### src/rtl/pipe_uart_tx.sv
// -----------------------------------------------------------------------------
// pipe_uart_tx
// Serial 8N1 / 8N2 transmitter fed by a valid/ready byte stream. A one-byte
// holding register accepts the next byte while the current frame shifts out,
// so a continuously valid stream produces back-to-back frames with no gap.
//
// Parameters
//   CLKS_PER_BIT  clock cycles per serial bit (>= 2)
//   STOP_BITS     number of stop bits (1 or 2)
// Ports
//   clk_48mhz  in   system clock
//   reset_n    in   asynchronous active-low reset
//   in_data    in   byte to send, sampled on an in_valid && in_ready edge
//   in_valid   in   in_data is valid
//   in_ready   out  holding register is free (pure flop output)
//   tx         out  serial line, idles high, registered
//   busy       out  a frame is shifting or a byte is held
// -----------------------------------------------------------------------------
module pipe_uart_tx #(
  parameter int CLKS_PER_BIT = 417,
  parameter int STOP_BITS    = 1
) (
  input  logic       clk_48mhz,
  input  logic       reset_n,
  input  logic [7:0] in_data,
  input  logic       in_valid,
  output logic       in_ready,
  output logic       tx,
  output logic       busy
);

  localparam int BW = (CLKS_PER_BIT > 1) ? $clog2(CLKS_PER_BIT) : 1;

  typedef enum logic [1:0] {IDLE, START, DATA, STOP} state_e;

  state_e          state_q,     state_d;
  logic [7:0]      shift_q,     shift_d;
  logic [2:0]      bit_idx_q,   bit_idx_d;
  logic [BW-1:0]   baud_cnt_q,  baud_cnt_d;
  logic            stop_idx_q,  stop_idx_d;
  logic [7:0]      hold_data_q, hold_data_d;
  logic            hold_valid_q, hold_valid_d;
  logic            tx_q,        tx_d;

  logic hs;
  logic baud_last;

  // Handshake: ready is simply "hold register empty".
  assign hs        = in_valid && !hold_valid_q;
  assign baud_last = (baud_cnt_q == BW'(CLKS_PER_BIT - 1));

  always_comb begin
    state_d      = state_q;
    shift_d      = shift_q;
    bit_idx_d    = bit_idx_q;
    baud_cnt_d   = baud_cnt_q;
    stop_idx_d   = stop_idx_q;
    hold_data_d  = hold_data_q;
    hold_valid_d = hold_valid_q;

    case (state_q)
      IDLE: begin
        baud_cnt_d = '0;
        bit_idx_d  = '0;
        stop_idx_d = 1'b0;
        if (hold_valid_q) begin
          // Defensive: a held byte should never linger in IDLE.
          shift_d      = hold_data_q;
          hold_valid_d = 1'b0;
          state_d      = START;
        end else if (hs) begin
          shift_d = in_data;
          state_d = START;
        end
      end

      START: begin
        if (hs) begin
          hold_data_d  = in_data;
          hold_valid_d = 1'b1;
        end
        if (baud_last) begin
          baud_cnt_d = '0;
          bit_idx_d  = '0;
          state_d    = DATA;
        end else begin
          baud_cnt_d = baud_cnt_q + BW'(1);
        end
      end

      DATA: begin
        if (hs) begin
          hold_data_d  = in_data;
          hold_valid_d = 1'b1;
        end
        if (baud_last) begin
          baud_cnt_d = '0;
          if (bit_idx_q == 3'd7) begin
            stop_idx_d = 1'b0;
            state_d    = STOP;
          end else begin
            bit_idx_d = bit_idx_q + 3'd1;
            shift_d   = {1'b0, shift_q[7:1]};
          end
        end else begin
          baud_cnt_d = baud_cnt_q + BW'(1);
        end
      end

      STOP: begin
        if (baud_last) begin
          baud_cnt_d = '0;
          if (stop_idx_q == 1'(STOP_BITS - 1)) begin
            // Last stop cycle: chain straight into the next frame if a byte
            // is waiting in the hold register or arriving right now.
            stop_idx_d = 1'b0;
            bit_idx_d  = '0;
            if (hold_valid_q) begin
              shift_d      = hold_data_q;
              hold_valid_d = 1'b0;
              state_d      = START;
            end else if (hs) begin
              shift_d = in_data;
              state_d = START;
            end else begin
              state_d = IDLE;
            end
          end else begin
            stop_idx_d = stop_idx_q + 1'b1;
            if (hs) begin
              hold_data_d  = in_data;
              hold_valid_d = 1'b1;
            end
          end
        end else begin
          baud_cnt_d = baud_cnt_q + BW'(1);
          if (hs) begin
            hold_data_d  = in_data;
            hold_valid_d = 1'b1;
          end
        end
      end

      default: state_d = IDLE;
    endcase

    // tx follows the next state so the start bit appears on the same edge
    // the FSM leaves IDLE.
    case (state_d)
      START:   tx_d = 1'b0;
      DATA:    tx_d = shift_d[0];
      default: tx_d = 1'b1;
    endcase
  end

  always_ff @(posedge clk_48mhz or negedge reset_n) begin
    if (!reset_n) begin
      state_q      <= IDLE;
      shift_q      <= '0;
      bit_idx_q    <= '0;
      baud_cnt_q   <= '0;
      stop_idx_q   <= 1'b0;
      hold_data_q  <= '0;
      hold_valid_q <= 1'b0;
      tx_q         <= 1'b1;
    end else begin
      state_q      <= state_d;
      shift_q      <= shift_d;
      bit_idx_q    <= bit_idx_d;
      baud_cnt_q   <= baud_cnt_d;
      stop_idx_q   <= stop_idx_d;
      hold_data_q  <= hold_data_d;
      hold_valid_q <= hold_valid_d;
      tx_q         <= tx_d;
    end
  end

  assign in_ready = !hold_valid_q;
  assign busy     = (state_q != IDLE) || hold_valid_q;
  assign tx       = tx_q;

endmodule
### config.mk
export PLATFORM = sky130hd
export DESIGN_NAME = pipe_uart_tx
export DESIGN_NICKNAME = d
export VERILOG_FILES = /design/src/rtl/pipe_uart_tx.sv
export SDC_FILE = /design/constraint.sdc
export NUM_CORES = 1
export LEC_CHECK = 0
export BUFFER_PORTS_ARGS = -buffer_cell sky130_fd_sc_hd__buf_2
export CORE_MARGIN = 2
export CORE_UTILIZATION = 59
export CTS_BUF_LIST = sky130_fd_sc_hd__clkbuf_16
export DETAILED_ROUTE_END_ITERATION = 6
export GPL_TIMING_DRIVEN = 0
export PLACE_DENSITY = 0.78
export SLEW_MARGIN = 15
export SYNTH_ARGS = -nofsm -noshare
export SYNTH_HDL_FRONTEND = slang
export SYNTH_SLANG_ARGS = --single-unit
### constraint.sdc
create_clock -name clk_48mhz -period 2.8 [get_ports clk_48mhz]
set_input_delay 0.28 -clock clk_48mhz [delete_from_list [all_inputs] [get_ports clk_48mhz]]
set_output_delay 0.28 -clock clk_48mhz [all_outputs]
set_load 0.01 [all_outputs]
==> out/results.ini, run 1 <==
[critical_path]
cpPeakStageDelay_ns=0.64
critPathMaxFanout=7
startpoint_type=flop
cp.arrival_ns=2.53
crit_chain=inv_1, ha_1, and4b_1, a31oi_1, nor2_1, a222oi_1, a21boi_1
critPathBufInv=1
cp.required_ns=3.00
critPathTopFamily=compound AO/OA/AOI/OAI gates
criticalPathCategory=flop to flop
slowest_stage=a31oi_1
crit_path_end_kind=flop

[cts]
cts_setup_buffers=0
cts_buffers=5
cts_tree=done
cts_buffer_depth=2
ctsResizeCount=0
postCtsHoldBufs=0
clk_latency_ns=0.28
clkSlewWorstSetupHoldPaths_ns=0.05
cts_root_buffer=clkbuf_16
cts.sinks=32
htree_levels=2

[timing]
fin_skew_ns=0.004648
worst_pin_slew_ns=0.7919
setup_viol=0
period_needed_ns=2.332
rsz0062_at_grt=false
final_hold_viol_count=0
drv_slew=0
max_freq_mhz=428.8
max_slew_margin=0.4711
fin_setup_tns_ns=0
setup_slack_ns=0.4682
finalCritPeriodShare=0.8328

[layout]
antenna_cells=0
drive_gt1_frac=0.2565
instances_no_fill=224
finish.utilization=0.7038
fillers=218
final_nets=211
regArea_um2=802.0
multiInputGateArea_um2=980.9
syn2layout_area_growth_pct=14.59

[floorplan]
ios=14
die_w_um=59.91
die-area_mm2=0.003589
start_util=0.6142
die_h_um=59.91
core_area_mm2=0.003003
rows=20

[flow_run]
max_cap_viol_count=0

[hold_path]
hp-class=input pin to async pin

[detailed_routing]
ant_nets=0
vias=1400
routedWlPerCell_um=17.55
wl_um=3932
vias_per_cell=6.250
drt_iter0_drc=74
drtPass1Iterations=4
drc_errors=0

[global_route]
gr-total-overflow=0
antenna_found_initial=0
grtUsageTotal=0.2489
grt_pass1_vias=1392
grt_max_degree=33
grt_pass1_wl_um=6423

[yosys]
syn_nets=192
synthCells=171
ys_types=43
ys_seq_elements=32
ys_warn_count=0
syn_area_per_cell_um2=10.79
synth_area_leaders=dfrtp_1 (42%), mux2_2 (9.8%), ha_1 (6.8%)
seq_area_frac_synth=0.4349
netlist_area_mm2=0.001844
synth_top_area_cell=dfrtp_1
yosysTopAreaCellShare=0.4206

[placed_design]
io_buffers=12
place_inst=216
pre_cts_ws_ns=0.4883
dpl.hpwl_um=2664
gp_congestion=0.8069

[pwr]
vdd_drop_max_mv=0.3083
power.leakage_nw=0.9992
p_per_area_mw_per_mm2=538.5
total_power_w=0.001138

[outcome]
status=complete, no violations

==> registers in the layout (all words and copies together) (netlist names) <==
signal,count
baud_cnt_q,9
hold_data_q,8
shift_q,8
bit_idx_q,3
state_q,2
hold_valid_q,1
tx,1
==> worst register-to-register path, delay by kind of cell, from the launching register on <==
family	cells	cell delay (ns)
adders and majority gates	1	0.23
buffers and inverters	1	0.07
AOI/OAI and AO/OA	3	1.19
DFF	1	0.38
and+or+nand+nor	2	0.38
==> placed cells by master (no fill, tap or decap), types with 3 or more instances in the layout <==
cell,count
a21oi_1,5
a22o_1,3
buf_2,13
clkbuf_16,5
dfrtp_1,31
ha_1,10
inv_1,8
mux2_2,16
mux2i_1,7
nand2_1,15
nand3_1,3
nor2_1,18
o2bb2ai_1,13
xnor2_1,4
xor2_1,3
==> path summary, 6_finish.rpt <==
kind / cells past startpoint / to / slack (ns) / startpoint
worst max-delay path: 7 / tx / 0.47 / baud_cnt_q[0]
worst min-delay path: 1 / state_q[0] / 0.05 / reset_n
worst max register to register: 7 / tx / 0.47 / baud_cnt_q[0]
worst min register to register: 1 / baud_cnt_q[0] / 0.50 / baud_cnt_q[0]
max in group asynchronous: 1 / shift_q[4] / 2.30 / reset_n
min in group clk_48mhz: 2 / hold_data_q[1] / 0.24 / in_data[1]
==> cell families after synthesis <==
kind of cell,synth area share
buffers and inverters,0.03324
AOI/OAI and AO/OA,0.1445
DFF,0.4349
and+or+nand+nor,0.1506
adders and majority gates,0.06784
xor gates and xnor gates,0.03324
muxes,0.1357
==> power breakdown <==
group	total (W)	internal, W	switching (W)
clock	0.000618	0.000417	0.000200
sequential	0.000478	0.000473	0.00000527
combinational	0.0000421	0.0000202	0.0000219
==> synth_stat cells <==
cell	count
buf_6	1
a22o_1	3
nand2b_1	2
xnor2_1	4
dfstp_2	1
o31a_1	1
inv_1	8
o21ai_2	1
clkbuf_1	2
dfrtp_1	31
nor3_1	2
and3_1	1
o2bb2ai_1	13
or4b_4	1
nor2_1	18
inv_2	1
o211ai_1	1
a211oi_2	1
xor2_1	3
a21oi_1	5
buf_1	1
a222oi_1	1
nand3_1	3
ha_1	10
o221ai_1	1
or2_2	2
a31o_2	1
mux2_2	16
o21ai_0	1
a21boi_1	1
buf_2	1
nand4_1	1
nor4b_1	1
nand2_1	15
nor3_2	1
nor2b_1	2
a31oi_1	1
mux2i_1	7
nand4b_2	1
a221o_1	1
a211oi_1	1
nor4_4	1
and4b_1	1
==> through the flow <==
step | cell area [µm²] | hold WS (ns)
after floorplan | 1844 | -0.01559
after global placement | 1946 | 0.3558
after detailed placement | 1946 | 0.3625
after CTS | 2113 | 0.06719
after global routing | 2113 | 0.09974
final | 2113 | 0.04559
==> per-layer routing <==
metal / global-route usage / wire length [µm] / up-vias / part of all wire
li1: - / - / 655 / -
met1: 0.3008 / 1703 / 708 / 0.43
met2: 0.4146 / 2018 / 29 / 0.51
met3: 0.07359 / 135 / 8 / 0.034
met4: 0.09841 / 74 / 0 / 0.019
met5: 0 / 0 / - / 0
==> area by class of cell <==
type,count,area share
buffer,5,0.01303
clock buffer,5,0.05921
clock inverter,3,0.02013
inverter,9,0.01599
multi-input combinational,125,0.4642
sequential,32,0.3795
tap,33,0.01954
timing repair buffer,12,0.02842
(Power assumes the default switching activity.)
==> run 2: changes to the inputs <==
- CORE_UTILIZATION: 59 -> 53
- PLACE_DENSITY: 0.78 -> 0.74
- clock period: 2.8 -> 2.1 ns (I/O delays scaled with it)
==> out/results.ini, run 2 (same netlist as run 1, synthesis figures left out) <==
[outcome]
status=finished, violations left
violations=hold timing, setup timing

[critical_path]
critPathMaxFanout=5
cp.arrival_ns=2.29
cp.required_ns=2.24
startpoint_type=flop
reg2reg_from=baud_cnt_q[4]
criticalPathCategory=flop to flop
cpPeakStageDelay_ns=0.52
crit_path_end_kind=flop
reg2regPathDepth=5
r2r-end=shift_q[0]
slowest_stage=or4b_4
r2r_setup_slack_ns=-0.04
crit_chain=or4b_4, nor3_4, mux2_4, a222oi_1, inv_1

[timing]
fin_skew_ns=0.005650
max_slew_margin=0.5261
holdWs_ns=-0.01273
period_needed_ns=2.143
worst_pin_slew_ns=0.7109
fin_setup_tns_ns=-0.07630
drv_slew=0
finalCritPeriodShare=1.020
max_freq_mhz=466.7
setup_slack_ns=-0.04285
final_hold_viol_count=31
setup_viol=2
rsz0062_at_grt=true

[cts]
cts_root_buffer=clkbuf_16
cts_buffer_depth=2
clk_latency_ns=0.28
cts_buffers=5
cts_tree=done
clkSlewWorstSetupHoldPaths_ns=0.05
cts.sinks=32
htree_levels=2

[floorplan]
die_w_um=62.99
ios=14
die_h_um=62.99
rows=21
die-area_mm2=0.003968
core_area_mm2=0.003337
start_util=0.5527

[layout]
final_nets=220
largest_reg_flops=9
syn2layout_area_growth_pct=20.29
antenna_cells=0
final_area_mm2=0.002218
regMostFlops=baud_cnt_q
reg.largest.list=baud_cnt_q (9), hold_data_q (8), shift_q (8)
fillers=252
regArea_um2=804.5
drive_gt1_frac=0.3065
layout_commonest_cell=dfrtp_1
final_cell_mix=dfrtp_1 (29), nor2_1 (18), nand2_1 (15), mux2_2 (15)
multiInputGateArea_mm2=0.001031

[detailed_routing]
vias=1406
drc_errors=0
vias_per_cell=5.739
wl_um=3925
drtPass1Iterations=4
ant_nets=0
routedWlPerCell_um=16.02
drt_iter0_drc=100

[global_route]
grt_max_degree=33
grtUsageTotal=0.2138
grt_pass1_vias=1445
grt_pass1_wl_um=6617
gr-total-overflow=0
antenna_found_initial=0

[pwr]
p_per_area_mw_per_mm2=613.1
total_power_w=0.001360
power.leakage_nw=1.054
vdd_drop_max_mv=0.3889

[flow_run]
max_cap_viol_count=0

[placed_design]
place_area_mm2=0.001962
dpl.hpwl_um=2635
pre_cts_ws_ns=-0.1553
gp_congestion=0.7627
io_buffers=12

[hold_path]
hp-class=input pin to async pin

## run 2: per-layer routing
metal / track usage / part of all wire / routed length (µm) / vias up
met1: 0.2497 / 0.44 / 1717 / 698
met2: 0.3604 / 0.50 / 1981 / 31
met4: 0.1111 / 0.019 / 75 / 0
li1: - / - / - / 669
met5: 0 / 0 / 0 / -
met3: 0.05405 / 0.038 / 151 / 8
## run 2: how the worst max path moves through the flow
stage,endpoint,slack (ns),from,cells after the start
6_report,shift_q[0],-0.04,baud_cnt_q[4],5
5_1_grt,shift_q[0],-0.17,baud_cnt_q[4],5
4_1_cts,shift_q[0],-0.01,baud_cnt_q[0],7
3_5_place_dp,shift_q[0],-0.16,baud_cnt_q[0],7
3_3_place_gp,tx,-0.13,baud_cnt_q[0],7
2_1_floorplan,tx,0.06,baud_cnt_q[2],5
## run 2: timing repair
action,4_1_cts,5_1_grt
pin swaps,2,4
hold buffers,0,0
resized for setup,6,4
setup buffers,3,7
setup endpoints to repair,10,16
## run 2: final cells by class
class,instances,share of cell area
clock buffer,5,0.05640
buffer,4,0.01072
multi-input combinational,125,0.4647
inverter,9,0.01523
clock inverter,2,0.003384
tap,46,0.02594
sequential,32,0.3627
timing repair buffer,22,0.06091
## run 2: critical path, delay by kind of cell, from the launching register on
| family | cells | cell delay [ns] |
|---|---|---|
| AOI/OAI and AO/OA | 1 | 0.42 |
| buffers and inverters | 1 | 0.09 |
| DFF | 1 | 0.43 |
| muxes | 1 | 0.32 |
| and+or+nand+nor | 2 | 0.75 |
## run 2: report_power, final
group          internal (W)  leakage [nW]  switching, W
clock network      0.000423        0.0648      0.000244
logic             0.0000269         0.579     0.0000282
registers          0.000631         0.409    0.00000733
total               0.00108          1.05      0.000279
## run 2: through the flow
step                  util  cells
finish              0.6648    245
global route        0.6648    245
CTS                 0.6445    239
detailed placement  0.5879    229
global placement    0.5879    229
floorplan                -    171
==> run 3: changes to the inputs <==
- CORE_ASPECT_RATIO: default -> 2
- CORE_UTILIZATION: 53 -> 59
- PLACE_DENSITY: 0.74 -> 0.78
- SKIP_CTS_REPAIR_TIMING: default -> 1
- clock period: 2.1 -> 2.3 ns (I/O delays scaled with it)
==> out/results.ini, run 3 (same netlist as run 1, synthesis figures left out) <==
[outcome]
status=complete, no violations

[layout]
fillers=220
final_cell_mix=dfrtp_1 (31), nor2_1 (18), mux2_2 (16)
syn2layout_area_growth_pct=15.26
final_area_mm2=0.002126
largest_reg_flops=9
final_nets=211
layout_commonest_cell=dfrtp_1
regMostFlops=baud_cnt_q
reg.largest.list=baud_cnt_q (9), hold_data_q (8), shift_q (8)
drive_gt1_frac=0.2565
antenna_cells=0

[pwr]
p_per_area_mw_per_mm2=640.8
power.leakage_nw=1.005
vdd_drop_max_mv=0.6741

[timing]
setup_viol=0
period_needed_ns=2.163
rsz0062_at_grt=false
max_slew_margin=0.5249
finalCritPeriodShare=0.9403
final_hold_viol_count=0
drv_slew=0
holdWs_ns=0.001585
fin_setup_tns_ns=0
max_freq_mhz=462.4
setup_slack_ns=0.1374
fin_skew_ns=0.007889
worst_pin_slew_ns=0.7127

[global_route]
grt_pass1_vias=1479
grtUsageTotal=0.2423
grt_pass1_wl_um=6465
grt_max_degree=33
gr-total-overflow=0
antenna_found_initial=0

[detailed_routing]
drc_errors=0
drt_iter0_drc=38
ant_nets=0
drtPass1Iterations=4
routedWlPerCell_um=17.29
vias_per_cell=6.176
wl_um=3822
vias=1365

[cts]
clkSlewWorstSetupHoldPaths_ns=0.05
cts_tree=done
cts_root_buffer=clkbuf_16
clk_latency_ns=0.28
cts_buffer_depth=2
cts.sinks=32
htree_levels=2
cts_buffers=5

[critical_path]
reg2regPathDepth=5
startpoint_type=flop
reg2reg_from=baud_cnt_q[2]
r2r_setup_slack_ns=0.14
critPathMaxFanout=6
cp.arrival_ns=2.32
r2r-end=shift_q[0]
crit_end=shift_q[0]
cp.required_ns=2.45
crit_path_start=baud_cnt_q[2]
criticalPathCategory=flop to flop
crit_path_end_kind=flop

[flow_run]
max_cap_viol_count=0

[placed_design]
pre_cts_ws_ns=0.04762
gp_congestion=0.8691
place_area_mm2=0.001942
dpl.hpwl_um=2835
io_buffers=12

[hold_path]
hp-class=input pin to async pin

[floorplan]
start_util=0.6193
die-area_mm2=0.003616
ios=14
die_w_um=43.54
core_area_mm2=0.002978
die_h_um=83.07
rows=28

==> run 3: cell types whose count changed in the layout (fill, tap and decap cells not counted), sizes merged <==
cell    before  now
buf         24   15
bufinv       0    1
clkinv       2    1
inv          9   10
==> run 3: worst min path at each step <==
stage,startpoint,end,slack [ns],depth (start not counted)
after floorplan,reset_n,baud_cnt_q[0],-0.07,0
after global placement,reset_n,hold_data_q[5],0.30,1
after detailed placement,reset_n,hold_data_q[5],0.32,1
after CTS,reset_n,hold_valid_q,0.03,1
after global routing,reset_n,shift_q[5],0.06,1
final,reset_n,hold_data_q[5],0.002,1
==> run 3: worst max-delay path, cell delays in order, from the launching register on <==
cell and delay, ns:
dfrtp_1 0.43, or4b_4 0.62, nor3_4 0.18, mux2_2 0.36, a222oi_1 0.37, inv_1 0.08
==> run 3: metal layers <==
layer | wire (µm) | global-route usage | part of all wire | vias up
li1 | - | - | - | 655
met1 | 1319 | 0.2217 | 0.35 | 672
met2 | 2255 | 0.4288 | 0.59 | 26
met3 | 105 | 0.06522 | 0.027 | 12
met4 | 141 | 0.1680 | 0.037 | 0
met5 | 0 | 0 | 0 | -
==> run 3: final cells by class <==
cell class	instances	area (µm²)	area share
tap	30	37.54	0.01766
sequential	32	802.0	0.3773
timing repair buffer	12	60.06	0.02825
inverter	9	33.78	0.01589
clock inverter	3	38.79	0.01825
multi-input combinational	125	1001	0.4709
clock buffer	5	125.1	0.05886
buffer	5	27.53	0.01295
==> run 3: per-stage QoR <==
stage	power, W	util	cells
2_1_floorplan	0.0006163	-	171
3_3_place_gp	0.0006385	0.6521	213
3_5_place_dp	0.0006431	0.6521	213
4_1_cts	0.001376	0.7071	221
5_1_grt	0.001405	0.7139	221
6_report	0.001362	0.7139	221
==> run 3: where the power goes <==
| part | leakage, nW | total (W) | internal, W | switching [W] |
|---|---|---|---|---|
| clock | 0.0850 | 0.000730 | 0.000503 | 0.000226 |
| combinational | 0.509 | 0.0000498 | 0.0000245 | 0.0000253 |
| sequential | 0.411 | 0.000583 | 0.000576 | 0.00000648 |
| total | 1.00 | 0.00136 | 0.00110 | 0.000258 |
